`config.mk`:
```
export PLATFORM = sky130hd
export DESIGN_NAME = dual_rail_imem_responder
export DESIGN_NICKNAME = d
export VERILOG_FILES = /design/src/rtl/dual_rail_imem_responder.sv
export SDC_FILE = /design/constraint.sdc
export NUM_CORES = 1
export LEC_CHECK = 0
export ABC_AREA = 1
export ABC_CLOCK_PERIOD_IN_PS = 2750
export CAP_MARGIN = 25
export CORE_MARGIN = 3
export CORE_UTILIZATION = 45
export CTS_CLUSTER_SIZE = 20
export DETAILED_ROUTE_END_ITERATION = 10
export PLACE_DENSITY = 0.74
export SLEW_MARGIN = 0
export SYNTH_ARGS = -nofsm -noshare
export SYNTH_HDL_FRONTEND = slang
export SYNTH_SLANG_ARGS = --single-unit
```
`constraint.sdc`:
```
create_clock -name clk -period 2.75 [get_ports clk]
set_clock_uncertainty 0.1 [all_clocks]
set_input_delay 0.55 -clock clk [delete_from_list [all_inputs] [get_ports clk]]
set_output_delay 0.55 -clock clk [all_outputs]
set_load 0.005 [all_outputs]
```
`src/rtl/dual_rail_imem_responder.sv`:
```
// Clocked responder for a dual-rail (NULL/DATA) instruction-address bus: looks up a
// 16-entry instruction store and returns the word as dual-rail DATA under a four-phase handshake.
module dual_rail_imem_responder #(
  parameter int AW          = 4,
  parameter int DW          = 8,
  parameter int SYNC_STAGES = 2
) (
  input  logic          clk,
  input  logic          rst_n,
  input  logic [AW-1:0] addr_t,
  input  logic [AW-1:0] addr_f,
  output logic          ko,
  output logic [DW-1:0] data_t,
  output logic [DW-1:0] data_f,
  input  logic          ki,
  input  logic          wr_en,
  input  logic [AW-1:0] wr_addr,
  input  logic [DW-1:0] wr_data,
  output logic          err,
  input  logic          err_clr,
  output logic [1:0]    dbg_state
);

  // dbg_state encoding: 0 NULL, 1 READ, 2 DATA, 3 RTZ
  typedef enum logic [1:0] {
    S_NULL = 2'd0,
    S_READ = 2'd1,
    S_DATA = 2'd2,
    S_RTZ  = 2'd3
  } state_t;

  localparam int DEPTH = 1 << AW;

  logic [AW-1:0]          sync_t [SYNC_STAGES];
  logic [AW-1:0]          sync_f [SYNC_STAGES];
  logic [SYNC_STAGES-1:0] sync_ki;
  logic [DW-1:0]          mem [DEPTH];

  state_t        state_q, state_d;
  logic [AW-1:0] lat_q, lat_d;
  logic [DW-1:0] data_t_d, data_f_d;
  logic          ko_d, err_d;

  logic [AW-1:0] cur_t, cur_f, ahead_t, ahead_f;
  logic          ki_s, illegal, complete, is_null, stable;
  logic [DW-1:0] rd_word;

  always_ff @(posedge clk or negedge rst_n) begin
    if (!rst_n) begin
      for (int i = 0; i < SYNC_STAGES; i++) begin
        sync_t[i] <= '0;
        sync_f[i] <= '0;
      end
      sync_ki <= '0;
    end else begin
      sync_t[0] <= addr_t;
      sync_f[0] <= addr_f;
      for (int i = 1; i < SYNC_STAGES; i++) begin
        sync_t[i] <= sync_t[i-1];
        sync_f[i] <= sync_f[i-1];
      end
      sync_ki <= {sync_ki[SYNC_STAGES-2:0], ki};
    end
  end

  // The last stage is the synced sample; the stage before it is the next synced sample,
  // so comparing the two qualifies stability without an extra cycle of latency.
  assign cur_t    = sync_t[SYNC_STAGES-1];
  assign cur_f    = sync_f[SYNC_STAGES-1];
  assign ahead_t  = sync_t[SYNC_STAGES-2];
  assign ahead_f  = sync_f[SYNC_STAGES-2];
  assign ki_s     = sync_ki[SYNC_STAGES-1];
  assign illegal  = |(cur_t & cur_f);
  assign complete = &(cur_t ^ cur_f);
  assign is_null  = ~|(cur_t | cur_f);
  assign stable   = (cur_t == ahead_t) && (cur_f == ahead_f);
  assign rd_word  = mem[lat_q];

  always_ff @(posedge clk or negedge rst_n) begin
    if (!rst_n) begin
      for (int i = 0; i < DEPTH; i++) mem[i] <= '0;
    end else if (wr_en) begin
      mem[wr_addr] <= wr_data;
    end
  end

  always_comb begin
    state_d  = state_q;
    lat_d    = lat_q;
    data_t_d = data_t;
    data_f_d = data_f;
    ko_d     = ko;
    err_d    = illegal | (err & ~err_clr);
    if (!illegal) begin
      unique case (state_q)
        S_NULL: if (complete && stable && ki_s) begin
          lat_d   = cur_t;
          state_d = S_READ;
        end
        S_READ: begin
          data_t_d = rd_word;
          data_f_d = ~rd_word;
          ko_d     = 1'b0;
          state_d  = S_DATA;
        end
        S_DATA: if (!ki_s && is_null) begin
          data_t_d = '0;
          data_f_d = '0;
          state_d  = S_RTZ;
        end
        S_RTZ: if (ki_s) begin
          ko_d    = 1'b1;
          state_d = S_NULL;
        end
        default: state_d = S_NULL;
      endcase
    end
  end

  always_ff @(posedge clk or negedge rst_n) begin
    if (!rst_n) begin
      state_q <= S_NULL;
      lat_q   <= '0;
      data_t  <= '0;
      data_f  <= '0;
      ko      <= 1'b1;
      err     <= 1'b0;
    end else begin
      state_q <= state_d;
      lat_q   <= lat_d;
      data_t  <= data_t_d;
      data_f  <= data_f_d;
      ko      <= ko_d;
      err     <= err_d;
    end
  end

  assign dbg_state = state_q;

endmodule

```
==> flow_summary_export.csv, run 1 <==
group,metric,value,unit
run_status,status,"completed",
setup_path,cpLargestDelayFamily,"simple AND/OR/NAND/NOR gates",
placed_design,routabilityCongestion,0.8440,
placed_design,dpl.hpwl,12870,µm
floorplanning,die_w,138.3,µm
route,drc,0,
layout,seqCellArea,4259,µm²
clock_tree,cts_inserted_buffers,17,
sta,finalWorstSetupSlack,0.5292,ns
worst_hold_path,min-delay-path-class,"reg2reg",
yosys,syn_avg_cell_area,8.459,µm²
clock_tree,ctsLongestPathBuffers,2,
route,drt-vias-per-instance,5.371,
setup_path,rrSetupSlack,0.62,ns
setup_path,crit_path_max_incr_delay,0.65,ns
sta,grt_setup_unrepaired,"no",
yosys,synth_xor_area_frac,0.001112,
floorplanning,rows,47,
yosys,postSynthNetCount,968,
placed_design,dp_slack,0.2337,ns
setup_path,cp_slowest_cell,"clkdlybuf4s50_1",
sta,slew_violations,0,
pwr,power_leakage,4.170,nW
global_routing,grt_pass1_wl,31880,µm
layout,synthToLayoutAreaGrowth,14.09,%
sta,setup_viol,0,
layout,nFillCells,1502,
yosys,synth_top_family_by_area,"simple AND/OR/NAND/NOR gates",
yosys,ys.warnings.count,0,
yosys,ys_types,24,
sta,fmaxAchievable,450.3,MHz
yosys,ys_seq_area_frac,0.5404,
setup_path,crit_type,"in2reg",
setup_path,crit_required,2.93,ns
worst_hold_path,holdPathEnd,"sync_ki[1]",
route,wire_per_inst,16.39,µm
global_routing,grtUsageTotal,0.2071,
route,routed_wl,19490,µm
sta,timing.final.crit_share,0.8076,
clock_tree,cts_tree,"yes",
yosys,synth_mux_area_frac,0,
yosys,synthAdderAreaFrac,0.01907,
clock_tree,root_buffer,"clkbuf_16",
sta,setup_tns,0,ns
setup_path,critical_path_buf_inv_count,2,
setup_path,worst_r2r_endpoint,"data_f[3]",
sta,hold_viol,0,
global_routing,grt-ovfl-total,0,
route,vias,6386,
layout,drive_gt1_frac,0.05573,
sta,tightest_slew,0.7307,ns
yosys,syn_inst,931,
layout,final_nets,993,
layout,n_antenna_cell,0,
global_routing,grt_pass1_vias,6035,
yosys,ys_ff_latch,170,
floorplanning,core,16880,µm²
layout,multiInputGateArea,2929,µm²
clock_tree,clock_sinks,170,
global_routing,antenna_found_initial,0,
yosys,synth-compound-area-share,0.1544,
yosys,syn_area,7875,µm²
yosys,synth-simple-area-share,0.1973,
flow_run,max_cap_violations,0,
route,drt_iter0_drc,866,
yosys,synth_top_area_cell,"dfrtp_1",
yosys,synthTopCellsByArea,"dfrtp_1 (54%), nand2_1 (13%), o21ai_0 (9.0%), inv_1 (5.0%), nand3_1 (4.5%)",
clock_tree,post-cts-setup-buffer-count,0,
setup_path,reg2regPathDepth,8,
route,route.antenna.remaining_nets,0,
sta,finalCriticalPeriod,2.221,ns
setup_path,end_kind,"flip-flop",
pwr,ir_drop,0.0007151,V
setup_path,path_cells,"clkdlybuf4s50_1, inv_1, nor3_2, nand2_1, nand2_1, o21ai_0",
floorplanning,die_y,138.3,µm
setup_path,critical_path.max_fanout,16,
floorplanning,dieArea,19120,µm²
setup_path,cp-start-kind,"input port",
worst_hold_path,hold_path.startpoint,"sync_ki[0]",
layout,utilization,0.5324,
sta,max_slew_margin,0.5114,
clock_tree,clk_pin_slew,0.07,ns
route,firstDrtPassIters,6,
clock_tree,cts.htree.levels,4,
clock_tree,clk_latency,0.43,ns
pwr,power.density,762.5,nW/µm²
yosys,netlist.area_leader.share,0.5370,
setup_path,arrival,2.40,ns
floorplanning,ioPinCount,45,
setup_path,rr_startpoint,"cur_t[2]",
global_routing,grt_max_degree,65,
setup_path,crit_top_cell,"nand2_1",
placed_design,placement.io_buffers,44,
floorplanning,initial_core_util,0.4666,
worst_hold_path,whs_path_depth,0,
-- repair_timing --
action / 4_1_cts / 5_1_grt
endpoints found under the hold margin: 26 / 0
hold buffers: 1 / 0
gates resized for setup: 0 / 0
-- per-layer routing --
metal	vias up	GRT usage	wire length (µm)
met3	34	0.04178	1413
met4	0	0.06084	466
met5	-	0	0
li1	3069	-	-
met2	270	0.3322	9066
met1	3013	0.2874	8545
-- power by group --
part / switching [mW] / leakage [nW] / total (mW) / internal [mW]
Clock: 1.03 / 0.255 / 2.24 / 1.21
Combinational: 0.716 / 1.79 / 1.30 / 0.586
Sequential: 0.277 / 2.12 / 3.31 / 3.03
Total: 2.02 / 4.17 / 6.85 / 4.83
-- cells in the mapped netlist --
cell type	n
nor2_4	3
buf_6	10
or2_2	1
ha_1	12
nor2_1	19
a21oi_1	21
o211a_1	1
nand2_1	272
nor3_2	2
xnor2_1	1
nor3_1	1
dfstp_2	1
nor3_4	1
o21ai_1	9
o211ai_1	43
o21ai_0	142
inv_1	105
clkbuf_1	17
dfrtp_1	169
buf_2	24
o211ai_2	1
nand3_1	71
a32o_1	1
nand4_1	4
-- area by class of cell --
| class | instances | area share |
|---|---|---|
| Timing Repair Buffer | 57 | 0.06448 |
| Tap cell | 220 | 0.03064 |
| Sequential cell | 170 | 0.4740 |
| Inverter | 105 | 0.04387 |
| Multi-Input combinational cell | 605 | 0.3260 |
| Clock buffer | 20 | 0.05083 |
| Clock inverter | 12 | 0.01017 |
-- worst max path at each step --
stage,from,endpoint,slack (ns),cells after the start
final,wr_en,mem[96],0.53,6
after global routing,cur_t[2],data_f[3],0.44,8
after CTS,cur_t[2],data_f[3],0.60,8
after detailed placement,wr_en,mem[98],0.23,6
after global placement,wr_en,mem[73],0.27,6
after floorplan,dbg_state[0],data_f[6],1.11,8
-- stage by stage --
| step | cells | hold WS (ns) | area (µm²) | total power, mW |
|---|---|---|---|---|
| after floorplan | 931 | 0.1544 | 7875 | 4.063 |
| after global placement | 1156 | 0.2402 | 8427 | 4.597 |
| after detailed placement | 1156 | 0.2419 | 8427 | 4.646 |
| after CTS | 1189 | 0.2599 | 8985 | 6.883 |
| after global routing | 1189 | 0.2810 | 8985 | 7.235 |
| final | 1189 | 0.2554 | 8985 | 6.851 |
-- state kept, by name (all words and copies together), names as in the netlist --
register	count
data_f	8
ko	1
cur_f	4
mem	128
ahead_f	4
cur_t	4
err	1
sync_ki	2
lat_q	4
data_t	8
dbg_state	2
ahead_t	4
-- cells by family after synthesis --
family,Yosys count
flops,170
simple gates,374
fa+ha+maj,12
buf+inv,156
xor+xnor,1
compound gates,218
-- cell usage in the layout (no fill, tap or decap), drive strengths merged --
| master | netlist | routed |
|---|---|---|
| clkinv | 0 | 4 |
| clkbuf | 17 | 20 |
| a32o | 1 | 1 |
| dlygate4sd3 | 0 | 1 |
| or2 | 1 | 1 |
| nor2 | 22 | 22 |
| o211a | 1 | 1 |
| ha | 12 | 12 |
| nand2 | 272 | 272 |
| dfrtp | 169 | 169 |
| xnor2 | 1 | 1 |
| nand4 | 4 | 4 |
| clkdlybuf4s50 | 0 | 43 |
| inv | 105 | 108 |
| o21ai | 151 | 151 |
| nor3 | 4 | 4 |
| nand3 | 71 | 71 |
| clkinvlp | 0 | 5 |
| o211ai | 44 | 44 |
| buf | 34 | 13 |
| dfstp | 1 | 1 |
| a21oi | 21 | 21 |
(Power assumes the default switching activity.)
==> inputs of run 2 (changes only) <==
- ABC_CLOCK_PERIOD_IN_PS: 2750 -> 2009
- PLACE_DENSITY: 0.74 -> 0.76
- clock period: 2.75 -> 2.01 ns (I/O delays scaled with it)
==> flow_summary_export.csv, run 2 (synthesis results as in run 1) <==
group,metric,value,unit
pwr,intPower,7.147,mW
setup_path,end_kind,"output pin",
setup_path,path_cells,"clkdlybuf4s50_1",
setup_path,crit_type,"reg2out",
sta,grt_setup_unrepaired,"no",
sta,hold_slack,0.2586,ns
pwr,clkPwrFrac,0.350,
route,drc,0,
pwr,power.switching,2.753,mW
sta,tightest_slew,0.6299,ns
clock_tree,clk_pin_slew,0.06,ns
sta,finalWorstSetupSlack,0.04210,ns
placed_design,placement.io_buffers,44,
floorplanning,dieArea,19120,µm²
layout,top_register,"mem",
route,routed_wl,20400,µm
layout,synthToLayoutAreaGrowth,19.89,%
pwr,swShare,0.2781,
setup_path,path_depth,1,
placed_design,dp_cells,1195,
floorplanning,core,16880,µm²
layout,reg_top3,"mem: 128 flops, data_f: 8 flops, data_t: 8 flops",
pwr,finalPower,9.900,mW
floorplanning,initial_core_util,0.4666,
layout,layoutNonFillerInstCount,1230,
setup_path,rrSetupSlack,0.16,ns
floorplanning,die_y,138.3,µm
route,route.antenna.remaining_nets,0,
placed_design,dpl.hpwl,13480,µm
pwr,power_frac_seq,0.458,
setup_path,cp-start-kind,"flip-flop",
run_status,status,"completed",
pwr,ir_drop,0.0006499,V
sta,finalCriticalPeriod,1.968,ns
global_routing,grt_pass1_wl,32990,µm
worst_hold_path,whs_path_depth,0,
global_routing,grtUsageTotal,0.2141,
setup_path,worst_r2r_endpoint,"data_t[7]",
clock_tree,root_buffer,"clkbuf_16",
global_routing,grt-ovfl-total,0,
setup_path,rr_startpoint,"lat_q[0]",
setup_path,crit_required,1.51,ns
route,wire_per_inst,16.58,µm
pwr,comb_power_share,0.192,
pwr,power_leakage,4.428,nW
sta,setup_viol,0,
clock_tree,cts_tree,"yes",
layout,final_cell_mix,"nand2_1 (272), dfrtp_1 (168), o21ai_0 (142), inv_1 (105), nand3_1 (71)",
floorplanning,die_w,138.3,µm
clock_tree,cts.htree.levels,4,
flow_run,max_cap_violations,0,
layout,final_common_cell,"nand2_1",
clock_tree,post_cts_resized,0,
worst_hold_path,hold_path.startpoint,"sync_ki[0]",
global_routing,grt_pass1_vias,6329,
floorplanning,rows,47,
setup_path,critical_path.max_fanout,2,
setup_path,arrival,1.47,ns
clock_tree,ctsLongestPathBuffers,2,
setup_path,critical_path_buf_inv_count,1,
worst_hold_path,min-delay-path-class,"reg2reg",
setup_path,crit_path_max_incr_delay,0.54,ns
sta,slew_violations,0,
placed_design,dp_slack,-0.03249,ns
layout,drive_gt1_frac,0.09208,
global_routing,antenna_found_initial,0,
clock_tree,clock_sinks,170,
setup_path,cpLargestDelayFamily,"flip-flops",
layout,nFillCells,1479,
sta,setup_tns,0,ns
pwr,power.density,1049,nW/µm²
route,drt_iter0_drc,762,
placed_design,routabilityCongestion,0.8565,
worst_hold_path,holdPathEnd,"sync_ki[1]",
layout,n_antenna_cell,0,
sta,hold_viol,0,
sta,fmaxAchievable,508.2,MHz
setup_path,reg2regPathDepth,7,
floorplanning,ioPinCount,45,
setup_path,cp_slowest_cell,"dfstp_2",
sta,max_slew_margin,0.5796,
layout,final_nets,1034,
sta,timing.final.crit_share,0.9791,
route,vias,6558,
clock_tree,clk_latency,0.43,ns
clock_tree,cts_inserted_buffers,17,
route,firstDrtPassIters,6,
layout,largest_reg_flops,128,
global_routing,grt_max_degree,43,
route,drt-vias-per-instance,5.332,
[run 2: cell types whose count changed in the layout (fill, tap and decap cells not counted), sizes merged]
cell / before / now
clkinv: 4 / 3
buf: 13 / 54
bufinv: 0 / 4
clkinvlp: 5 / 2
inv: 108 / 107
clkbuf: 20 / 21
[run 2: layout make-up]
cell class | instances | area (µm²) | area share
Inverter | 105 | 394.1 | 0.04174
Timing Repair Buffer | 98 | 965.9 | 0.1023
Clock inverter | 11 | 167.7 | 0.01776
Tap cell | 220 | 275.3 | 0.02915
Sequential cell | 170 | 4259 | 0.4511
Clock buffer | 21 | 450.4 | 0.04771
Multi-Input combinational cell | 605 | 2929 | 0.3102
[run 2: what timing repair did]
| item | 4_1_cts | 5_1_grt |
|---|---|---|
| endpoints found under the hold margin | 36 | 0 |
| buffers inserted | 0 | 2 |
| hold buffers | 1 | 0 |
| setup endpoints to repair | 0 | 6 |
[run 2: metrics by stage]
stage	cell area, µm²	util
floorplan	7875	-
global route	9442	0.5594
detailed placement	8782	0.5204
finish	9442	0.5594
CTS	9410	0.5576
global placement	8782	0.5204
[run 2: worst max-delay path by stage]
stage,start,slack (ns),end
after floorplan,dbg_state[0],0.37,data_f[6]
after global placement,wr_addr[0],0.01,mem[85]
after detailed placement,wr_addr[0],-0.03,mem[51]
after CTS,ko,0.02,ko
after global routing,ko,0.006,ko
final,ko,0.04,ko
[run 2: per-layer routing]
layer,global-route usage,share of wire
met1,0.2879,0.43
met3,0.04420,0.059
met5,0,0
met2,0.3464,0.48
met4,0.07644,0.030
[run 2: power by group through the flow]
stage                     clock network [mW]  logic [mW]  registers, mW
final                                   3.47        1.90           4.54
after global routing                    3.66        2.14           4.62
after CTS                               3.50        1.88           4.53
after detailed placement                   0        1.86           4.58
after global placement                     0        1.78           4.56
after floorplan                            0        1.05           4.51
